### config.mk
export PLATFORM = sky130hd
export DESIGN_NAME = rst_seq_ctrl_flat
export DESIGN_NICKNAME = d
export VERILOG_FILES = /design/src/rtl/rst_seq_ctrl_if.sv /design/src/rtl/rst_seq_ctrl.sv /design/src/flat_wrapper.sv
export SDC_FILE = /design/constraint.sdc
export NUM_CORES = 1
export LEC_CHECK = 0
export CAP_MARGIN = 30
export CORE_MARGIN = 1.5
export CORE_UTILIZATION = 51
export DETAILED_ROUTE_END_ITERATION = 10
export PLACE_DENSITY = 0.87
export RECOVER_POWER = 100
export SYNTH_ARGS = -nofsm -noshare
export SYNTH_HDL_FRONTEND = slang
export SYNTH_SLANG_ARGS = --single-unit
### constraint.sdc
create_clock -name clk -period 2.15 [get_ports clk]
set_input_delay 0.215 -clock clk [delete_from_list [all_inputs] [get_ports clk]]
set_output_delay 0.215 -clock clk [all_outputs]
set_load 0.01 [all_outputs]
### src/rtl/rst_seq_ctrl_if.sv
// Port bundle for rst_seq_ctrl: software request and per-stage acks in,
// staged resets and status out.
interface rst_seq_ctrl_if #(
  parameter int unsigned N_STAGES = 4
);
  logic                sw_rst_req_i;
  logic [N_STAGES-1:0] ack_i;
  logic [N_STAGES-1:0] rst_o;
  logic                busy_o;
  logic                done_o;
  logic                err_o;

  modport master (
    input  sw_rst_req_i, ack_i,
    output rst_o, busy_o, done_o, err_o
  );

  modport slave (
    output sw_rst_req_i, ack_i,
    input  rst_o, busy_o, done_o, err_o
  );
endinterface

### src/rtl/rst_seq_ctrl.sv
// Reset sequencer: async assert, synchronized deassert, staged ordered release with acks.
// Optional ack timeout with sticky err_o is enabled by defining RST_SEQ_ACK_TIMEOUT_EN.
module rst_seq_ctrl #(
  parameter int unsigned N_STAGES    = 4,
  parameter int unsigned SYNC_STAGES = 2,
  parameter int unsigned STRETCH     = 4,
  parameter int unsigned ACK_TIMEOUT = 64
) (
  input  logic           clk,
  input  logic           rst_i,
  rst_seq_ctrl_if.master bus
);

  localparam int unsigned IDX_W = (N_STAGES > 1) ? $clog2(N_STAGES) : 1;
  localparam int unsigned CNT_W = $clog2(STRETCH + 1);
  // The state register acts as the last synchronizer flop, so the chain holds one fewer.
  localparam int unsigned SQ_W  = SYNC_STAGES - 1;

  if (N_STAGES < 1 || SYNC_STAGES < 2 || STRETCH < 1 || ACK_TIMEOUT < 1) begin : g_param_check
    $error("rst_seq_ctrl: parameter out of range");
  end

  typedef enum logic [2:0] {
    S_SYNC,
    S_STRETCH,
    S_WAIT_ACK,
    S_RUN,
    S_SW_HOLD
  } state_e;

  state_e              state_q, state_d;
  logic [SQ_W-1:0]     sync_q;
  logic [IDX_W-1:0]    idx_q, idx_d;
  logic [CNT_W-1:0]    cnt_q, cnt_d;
  logic [N_STAGES-1:0] rst_q, rst_d;
  logic                busy_q, busy_d;
  logic                done_q, done_d;
  logic                ack_ok_c;
  logic                last_c;

`ifdef RST_SEQ_ACK_TIMEOUT_EN
  localparam int unsigned TO_W = $clog2(ACK_TIMEOUT + 1);
  logic [TO_W-1:0] tcnt_q, tcnt_d;
  logic            err_q, err_d;
  logic            to_hit_c;

  assign to_hit_c = (tcnt_q == TO_W'(ACK_TIMEOUT - 1));
`endif

  // Deassertion synchronizer, asynchronously set by rst_i
  always_ff @(posedge clk or posedge rst_i) begin
    if (rst_i) begin
      sync_q <= '1;
    end else begin
      sync_q <= sync_q << 1;
    end
  end

  assign last_c = (idx_q == IDX_W'(N_STAGES - 1));

  // Next-state and output logic
  always_comb begin
    state_d  = state_q;
    idx_d    = idx_q;
    cnt_d    = cnt_q;
    rst_d    = rst_q;
    ack_ok_c = 1'b0;
`ifdef RST_SEQ_ACK_TIMEOUT_EN
    tcnt_d   = tcnt_q;
    err_d    = err_q;
`endif

    case (state_q)
      S_SYNC: begin
        if (!sync_q[SQ_W-1]) begin
          state_d = S_STRETCH;
          cnt_d   = '0;
        end
      end

      S_STRETCH: begin
        if (cnt_q == CNT_W'(STRETCH)) begin
          rst_d[idx_q] = 1'b0;
          state_d      = S_WAIT_ACK;
`ifdef RST_SEQ_ACK_TIMEOUT_EN
          tcnt_d       = '0;
`endif
        end else begin
          cnt_d = cnt_q + CNT_W'(1);
        end
      end

      S_WAIT_ACK: begin
`ifdef RST_SEQ_ACK_TIMEOUT_EN
        // A timeout is treated exactly like an ack, but flags err_o
        ack_ok_c = bus.ack_i[idx_q] | to_hit_c;
        if (!bus.ack_i[idx_q]) begin
          if (to_hit_c) begin
            err_d = 1'b1;
          end else begin
            tcnt_d = tcnt_q + TO_W'(1);
          end
        end
`else
        ack_ok_c = bus.ack_i[idx_q];
`endif
        if (ack_ok_c) begin
          if (last_c) begin
            state_d = S_RUN;
          end else begin
            idx_d   = idx_q + IDX_W'(1);
            cnt_d   = '0;
            state_d = S_STRETCH;
          end
        end
      end

      S_RUN: begin
        if (bus.sw_rst_req_i) begin
          state_d = S_SW_HOLD;
          rst_d   = '1;
          cnt_d   = '0;
          idx_d   = '0;
`ifdef RST_SEQ_ACK_TIMEOUT_EN
          err_d   = 1'b0;
`endif
        end
      end

      S_SW_HOLD: begin
        if (cnt_q == CNT_W'(STRETCH - 1)) begin
          state_d = S_STRETCH;
          cnt_d   = '0;
        end else begin
          cnt_d = cnt_q + CNT_W'(1);
        end
      end

      default: begin
        state_d = S_SYNC;
        rst_d   = '1;
        idx_d   = '0;
        cnt_d   = '0;
      end
    endcase

    busy_d = (state_d != S_RUN);
    done_d = (state_d == S_RUN);
  end

  // State and registered outputs
  always_ff @(posedge clk or posedge rst_i) begin
    if (rst_i) begin
      state_q <= S_SYNC;
      idx_q   <= '0;
      cnt_q   <= '0;
      rst_q   <= '1;
      busy_q  <= 1'b1;
      done_q  <= 1'b0;
    end else begin
      state_q <= state_d;
      idx_q   <= idx_d;
      cnt_q   <= cnt_d;
      rst_q   <= rst_d;
      busy_q  <= busy_d;
      done_q  <= done_d;
    end
  end

`ifdef RST_SEQ_ACK_TIMEOUT_EN
  // Ack timeout counter and sticky error flag
  always_ff @(posedge clk or posedge rst_i) begin
    if (rst_i) begin
      tcnt_q <= '0;
      err_q  <= 1'b0;
    end else begin
      tcnt_q <= tcnt_d;
      err_q  <= err_d;
    end
  end

  assign bus.err_o = err_q;
`else
  assign bus.err_o = 1'b0;
`endif

  assign bus.rst_o  = rst_q;
  assign bus.busy_o = busy_q;
  assign bus.done_o = done_q;

endmodule

### src/flat_wrapper.sv
// flat-port wrapper written by rule: the top's interface ports become plain ports
module rst_seq_ctrl_flat 
#(
  parameter int unsigned N_STAGES    = 4,
  parameter int unsigned SYNC_STAGES = 2,
  parameter int unsigned STRETCH     = 4,
  parameter int unsigned ACK_TIMEOUT = 64
)
  (clk, rst_i, bus_sw_rst_req_i, bus_ack_i, bus_rst_o, bus_busy_o, bus_done_o, bus_err_o);
  rst_seq_ctrl_if #(.N_STAGES(N_STAGES)) bus_i ();
  input  logic clk;
  input  logic rst_i;
  input wire logic [$bits(bus_i.sw_rst_req_i)-1:0] bus_sw_rst_req_i;
  input wire logic [$bits(bus_i.ack_i)-1:0] bus_ack_i;
  output wire logic [$bits(bus_i.rst_o)-1:0] bus_rst_o;
  output wire logic [$bits(bus_i.busy_o)-1:0] bus_busy_o;
  output wire logic [$bits(bus_i.done_o)-1:0] bus_done_o;
  output wire logic [$bits(bus_i.err_o)-1:0] bus_err_o;
  assign bus_i.sw_rst_req_i = bus_sw_rst_req_i;
  assign bus_i.ack_i = bus_ack_i;
  assign bus_rst_o = bus_i.rst_o;
  assign bus_busy_o = bus_i.busy_o;
  assign bus_done_o = bus_i.done_o;
  assign bus_err_o = bus_i.err_o;
  rst_seq_ctrl #(.N_STAGES(N_STAGES), .SYNC_STAGES(SYNC_STAGES), .STRETCH(STRETCH), .ACK_TIMEOUT(ACK_TIMEOUT)) u_core (.clk(clk), .rst_i(rst_i), .bus(bus_i));
endmodule
==> results of run 1 <==
[cell type report]
type | instances | area, um2 | share of cell area, %
flip-flops and latches | 15 | 383 | 36.6
well taps | 17 | 21.3 | 2.03
clock buffers | 4 | 26.3 | 2.51
repair buffers | 12 | 120 | 11.5
multi-input cells | 60 | 465 | 44.5
inverters | 8 | 30.0 | 2.87
[power by group]
part | switching (mW) | leakage, nW | internal [mW] | total [mW]
registers | 0.0992 | 0.182 | 0.374 | 0.473
logic | 0.243 | 0.258 | 0.238 | 0.481
clock network | 0.0843 | 0.0150 | 0.0718 | 0.156
[layer usage]
metal  part of all wire [%]  vias to the layer above
met2                     46                       21
met4                    1.4                        0
met1                     48                      299
met5                      0                        -
li1                       -                      320
met3                    4.9                        2
[how the worst max path moves through the flow]
stage | start | endpoint | depth (start not counted)
global route | u_core.idx_q[0] | u_core.cnt_q[0] | 4
global placement | bus_ack_i[3] | u_core.cnt_q[0] | 5
detailed placement | bus_ack_i[3] | u_core.cnt_q[0] | 5
CTS | u_core.idx_q[0] | u_core.cnt_q[0] | 4
finish | u_core.idx_q[0] | u_core.cnt_q[0] | 4
floorplan | u_core.idx_q[0] | u_core.cnt_q[0] | 4
[through the flow]
step                hold WS (ps)  cell area [um2]  std cells  utilization, %
floorplan                    112              905         87               -
global placement             499             1020        112            60.6
detailed placement           504             1020        112            60.6
CTS                          302             1050        116            62.1
global route                 478             1050        116            61.9
finish                       421             1050        116            61.9
[cell families after synthesis]
group,count (synthesis)
and+or+nand+nor,32
adders and majority gates,8
DFF,15
AOI/OAI and AO/OA,13
muxes,5
other,1
buffers and inverters,12
[placed cells by master (no fill, tap or decap), drive strengths merged, types with 2 or more instances in the layout]
master	synthesis	layout
mux2	2	2
or3b	2	2
nand2b	6	6
conb	1	2
or3	2	2
nand3b	2	2
a21oi	3	3
dfstp	6	6
inv	8	8
a21o	4	4
nand3	2	2
clkdlybuf4s50	0	5
mux2i	2	2
dfrtp	9	9
nor2	3	3
ha	8	8
clkbuf	0	4
dlygate4sd3	0	7
nor3	4	4
nand2	6	6
[registers in the layout (all words and copies together), names as in the netlist]
signal,flops
u_core.state_q,3
u_core.cnt_q,3
u_core.bus.rst_o,4
u_core.bus.busy_o,1
u_core.bus.done_o,1
u_core.idx_q,2
u_core.sync_q,1
==> impl_results.md, run 1 <==
* Synth Area in XOR/XNOR at 0%
* Largest family of logic cells by synthesized area: simple AND/OR/NAND/NOR gates
* Most frequent cell after synthesis: dfrtp_1
* R2R depth at 4
* Worst r2r src: u_core.idx_q[0]
* Largest net degree at the start of global routing at 16
* Cells after Synth at 86
* Share of post-route cells with drive strength above 1 at 14.1%
* Top cell type's share of synthesized area at 25.0%
* Synth area leaders: dfrtp_1 (25%), dfstp_2 (18%), ha_1 (11%)
* DRT antenna net count at 0
* WS Path Type: flip-flop to flip-flop
* Initial Utilization at 53.3%
* DR pass1 iterations at 4
* Startpoint types: flip-flop
* Synth Area in Adders at 11.1%
* Fill cell count at 143
* Initial antenna violation count at 0
* Clk_lat worst skew at 270 ps
* PwrDens at 1060 mW/mm2
* I/O Pins at 14
* Status: complete, no violations
* Met2 usage at 24.3%
* Crit Path Max Fanout at 5
* Synth unique cells at 33
* CP Capture Type: flip-flop
* Clock sinks at 15
* Root buf cell: clkbuf_4
* Slowest cell delay on critical path at 550 ps
* Synth Area in Compound Gates at 9.86%
* M3 GR Usage at 3.20%
* Final Setup Violations at 0
* DRC errors left at 0
* Req. time, crit path at 2310 ps
* Max-slew violation count at 0
* Synth Register Bits at 15
* Static Leak at 0.455 nW
* Min cycle time layout at 1800 ps
* Vias in the first global route at 569
* Mapped Area at 901 um2
* DRT Wirelength at 1540 um
* Critical-path top delay cell: mux4_2
* Peak supply drop at 0.631 mV
* Actual slew at the worst max-slew pin at 558 ps
* Starting DRT DRC Count at 14
* DP HPWL at 1200 um
* Number of nets in the layout at 115
* Delay-heaviest family, CP: multiplexers
* Pwr Total at 1.11 mW
* Rows at 15
* Global-route wire length before repair at 2500 um
* Syn-to-layout area delta at 16.1%
* Post-synth EDFFs at 0
* Grt met1 use at 25.8%
* Ys Warns at 0
* GRT Max-Usage Layer: met1
* Worst setup margin at 353 ps
* Full die area at 0.00203 mm2
* RSZ-0062 raised after global routing: false
* Htree depth at 1
* Final Hold Fails at 0
* Grt total ovfl at 0
* Die width at 45.0 um
* Floorplan core area at 0.00169 mm2
* Setup TNS at 0 ps
* R2R setup slack at 350 ps
* Worst reg2reg endpoint: u_core.cnt_q[0]
* Hold Path Class: input pin to asynchronous set/reset pin
* Clk buf depth at 2
* Pre-CTS setup slack at 258 ps
* Post_cts resized at 0
* Main synth FF type: dfrtp_1
* TritonCTS clock tree: built
* Buf+Inv Stages, Crit Path at 0
* Via-to-Cell Ratio at 5.53
* ANT cells at 0
* Headroom to the max-slew limit at 62.7%
* CP Data Arrival Time at 1960 ps
* Die Y-Extent at 45.0 um
* Port buffer count at 12
* Cell taking the most area after synthesis: dfrtp_1
* Sequential element share of the synthesized area at 42.5%
* Post-synth ARST share at 100%
* Routed length per instance at 13.3 um
* Syn Area/Cell at 10.5 um2
* Most instantiated cells after synthesis: dfrtp_1 (9), ha_1 (8), inv_1 (8)
* Total track usage at 17.3%
* Max Freq at 0.556 GHz
* Critical-path cell list: mux4_2, nor3_2, nor4_4, mux2_1
* Max Clock Skew at 0.384 ps
* Clock-pin slew on the worst setup and hold paths at 90 ps
* Final worst path period share at 83.6%
* Max-Cap Viols at 0
* CTS Hold Bufs at 0
* Detailed-route via count at 642
* GP Congestion at 0.775
* TritonCTS Buffers at 3
* Post-synthesis simple-gate area fraction at 22.6%
* Mux cell area share after synthesis at 7.64%
* Post-CTS Setup Bufs at 0
Note: power is estimated with default switching activity, not from simulation.
==> inputs of run 2 (changes only) <==
==> constraint.sdc (replaced) <==
create_clock -name clk -period 1.9 [get_ports clk]
set_input_delay 0.19 -clock clk [delete_from_list [all_inputs] [get_ports clk]]
set_output_delay 0.19 -clock clk [all_outputs]
set_load 0.01 [all_outputs]
==> impl_results.md, run 2 (synthesis gave the netlist of run 1 again) <==
* I/O Pins at 14
* Actual slew at the worst max-slew pin at 566 ps
* Global-route wire length before repair at 2550 um
* Status: complete, no violations
* R2R depth at 4
* Pint at 793 uW
* Post_cts resized at 0
* DRT Wirelength at 1620 um
* Max-Cap Viols at 0
* Max Clock Skew at 5.91 ps
* Most common cell after layout, fill and taps aside: dfrtp_1
* CP Capture Type: flip-flop
* Commonest non-fill, non-tap cells in the layout: dfrtp_1 (9), inv_1 (8), ha_1 (8)
* Full die area at 0.00203 mm2
* Peak supply drop at 0.693 mV
* Floorplan core area at 0.00169 mm2
* Max Freq at 0.566 GHz
* Die width at 45.0 um
* Routed length per instance at 14.0 um
* Max reg flops at 4
* Hold Slack at 393 ps
* Final Setup Violations at 0
* Clk_lat worst skew at 280 ps
* Max-slew violation count at 0
* Setup TNS at 0 ps
* Headroom to the max-slew limit at 62.2%
* Worst r2r src: u_core.idx_q[0]
* Clock-pin slew on the worst setup and hold paths at 90 ps
* Htree depth at 1
* Crit Path Max Fanout at 5
* ANT cells at 0
* Pwr Total at 1.29 mW
* Via-to-Cell Ratio at 5.51
* DP HPWL at 1180 um
* GP Congestion at 0.775
* Largest net degree at the start of global routing at 16
* CP Data Arrival Time at 1940 ps
* PwrDens at 1230 mW/mm2
* Root buf cell: clkbuf_4
* Min cycle time layout at 1770 ps
* Startpoint types: flip-flop
* Die Y-Extent at 45.0 um
* TritonCTS clock tree: built
* Worst reg2reg endpoint: u_core.cnt_q[0]
* RSZ-0062 raised after global routing: false
* Static Leak at 0.459 nW
* Net Switching at 496 uW
* Initial antenna violation count at 0
* DR pass1 iterations at 4
* DRC errors left at 0
* Syn-to-layout area delta at 16.0%
* Grt total ovfl at 0
* Comb power frac at 44.3%
* Initial Utilization at 53.3%
* Sw Ratio at 38.5%
* R2R setup slack at 130 ps
* Total track usage at 17.1%
* DRT antenna net count at 0
* Number of nets in the layout at 115
* Clock share of power at 14.0%
* Starting DRT DRC Count at 6
* Post-CTS Setup Bufs at 0
* TritonCTS Buffers at 3
* Share of post-route cells with drive strength above 1 at 14.1%
* Seq pwr share at 41.7%
* CTS Hold Bufs at 0
* Clk buf depth at 2
* Final worst path period share at 93.0%
* Clock sinks at 15
* WS Path Type: flip-flop to flip-flop
* Detailed-route via count at 639
* Req. time, crit path at 2070 ps
* Hold Path Class: input pin to asynchronous set/reset pin
* Rows at 15
* Port buffer count at 12
* Final Hold Fails at 0
* Vias in the first global route at 600
[run 2: stage by stage]
step                      utilization [%]  worst slack (ps)  area (um2)  instances
after global routing                 61.9              34.8        1040        116
after floorplan                         -               233         905         87
final                                61.9               134        1040        116
after detailed placement             60.6              30.8        1020        112
after CTS                            62.1               111        1050        116
after global placement               60.6              58.2        1020        112
[run 2: power by group through the flow]
stage                     logic (mW)  registers [mW]  clock network, mW
after floorplan                0.474           0.496                  0
after global placement         0.560           0.536                  0
after detailed placement       0.578           0.542                  0
after CTS                      0.592           0.536              0.179
after global routing           0.644           0.556              0.196
final                          0.571           0.538              0.180
[run 2: area by class of cell]
class                           instances  area, um2
Multi-Input combinational cell         60        464
Timing Repair Buffer                   12        120
Fill cell                             137        644
Tap cell                               17       21.3
Clock buffer                            4       26.3
Inverter                                8       30.0
Sequential cell                        15        383
[run 2: how the worst max path moves through the flow]
stage,startpoint,to,slack (ps),cells past startpoint
2_1_floorplan,u_core.idx_q[0],u_core.cnt_q[0],230,4
5_1_grt,u_core.idx_q[0],u_core.cnt_q[0],30,4
3_3_place_gp,bus_ack_i[3],u_core.cnt_q[0],60,5
4_1_cts,u_core.idx_q[0],u_core.cnt_q[0],110,4
3_5_place_dp,bus_ack_i[3],u_core.cnt_q[0],30,5
6_report,u_core.idx_q[0],u_core.cnt_q[0],130,4
[run 2: worst max-delay path, cell delays in order, from the launching register on]
cell and delay, ps:
dfrtp_1 460, mux4_2 550, nor3_2 240, nor4_4 110, mux2_4 310
[run 2: per-layer routing]
metal / vias to the layer above / GRT usage (%) / share of wire (%)
li1: 315 / - / -
met1: 309 / 24.7 / 49
met2: 13 / 26.6 / 46
met3: 2 / 2.40 / 3.7
met4: 0 / 5.29 / 0.74
met5: - / 0 / 0
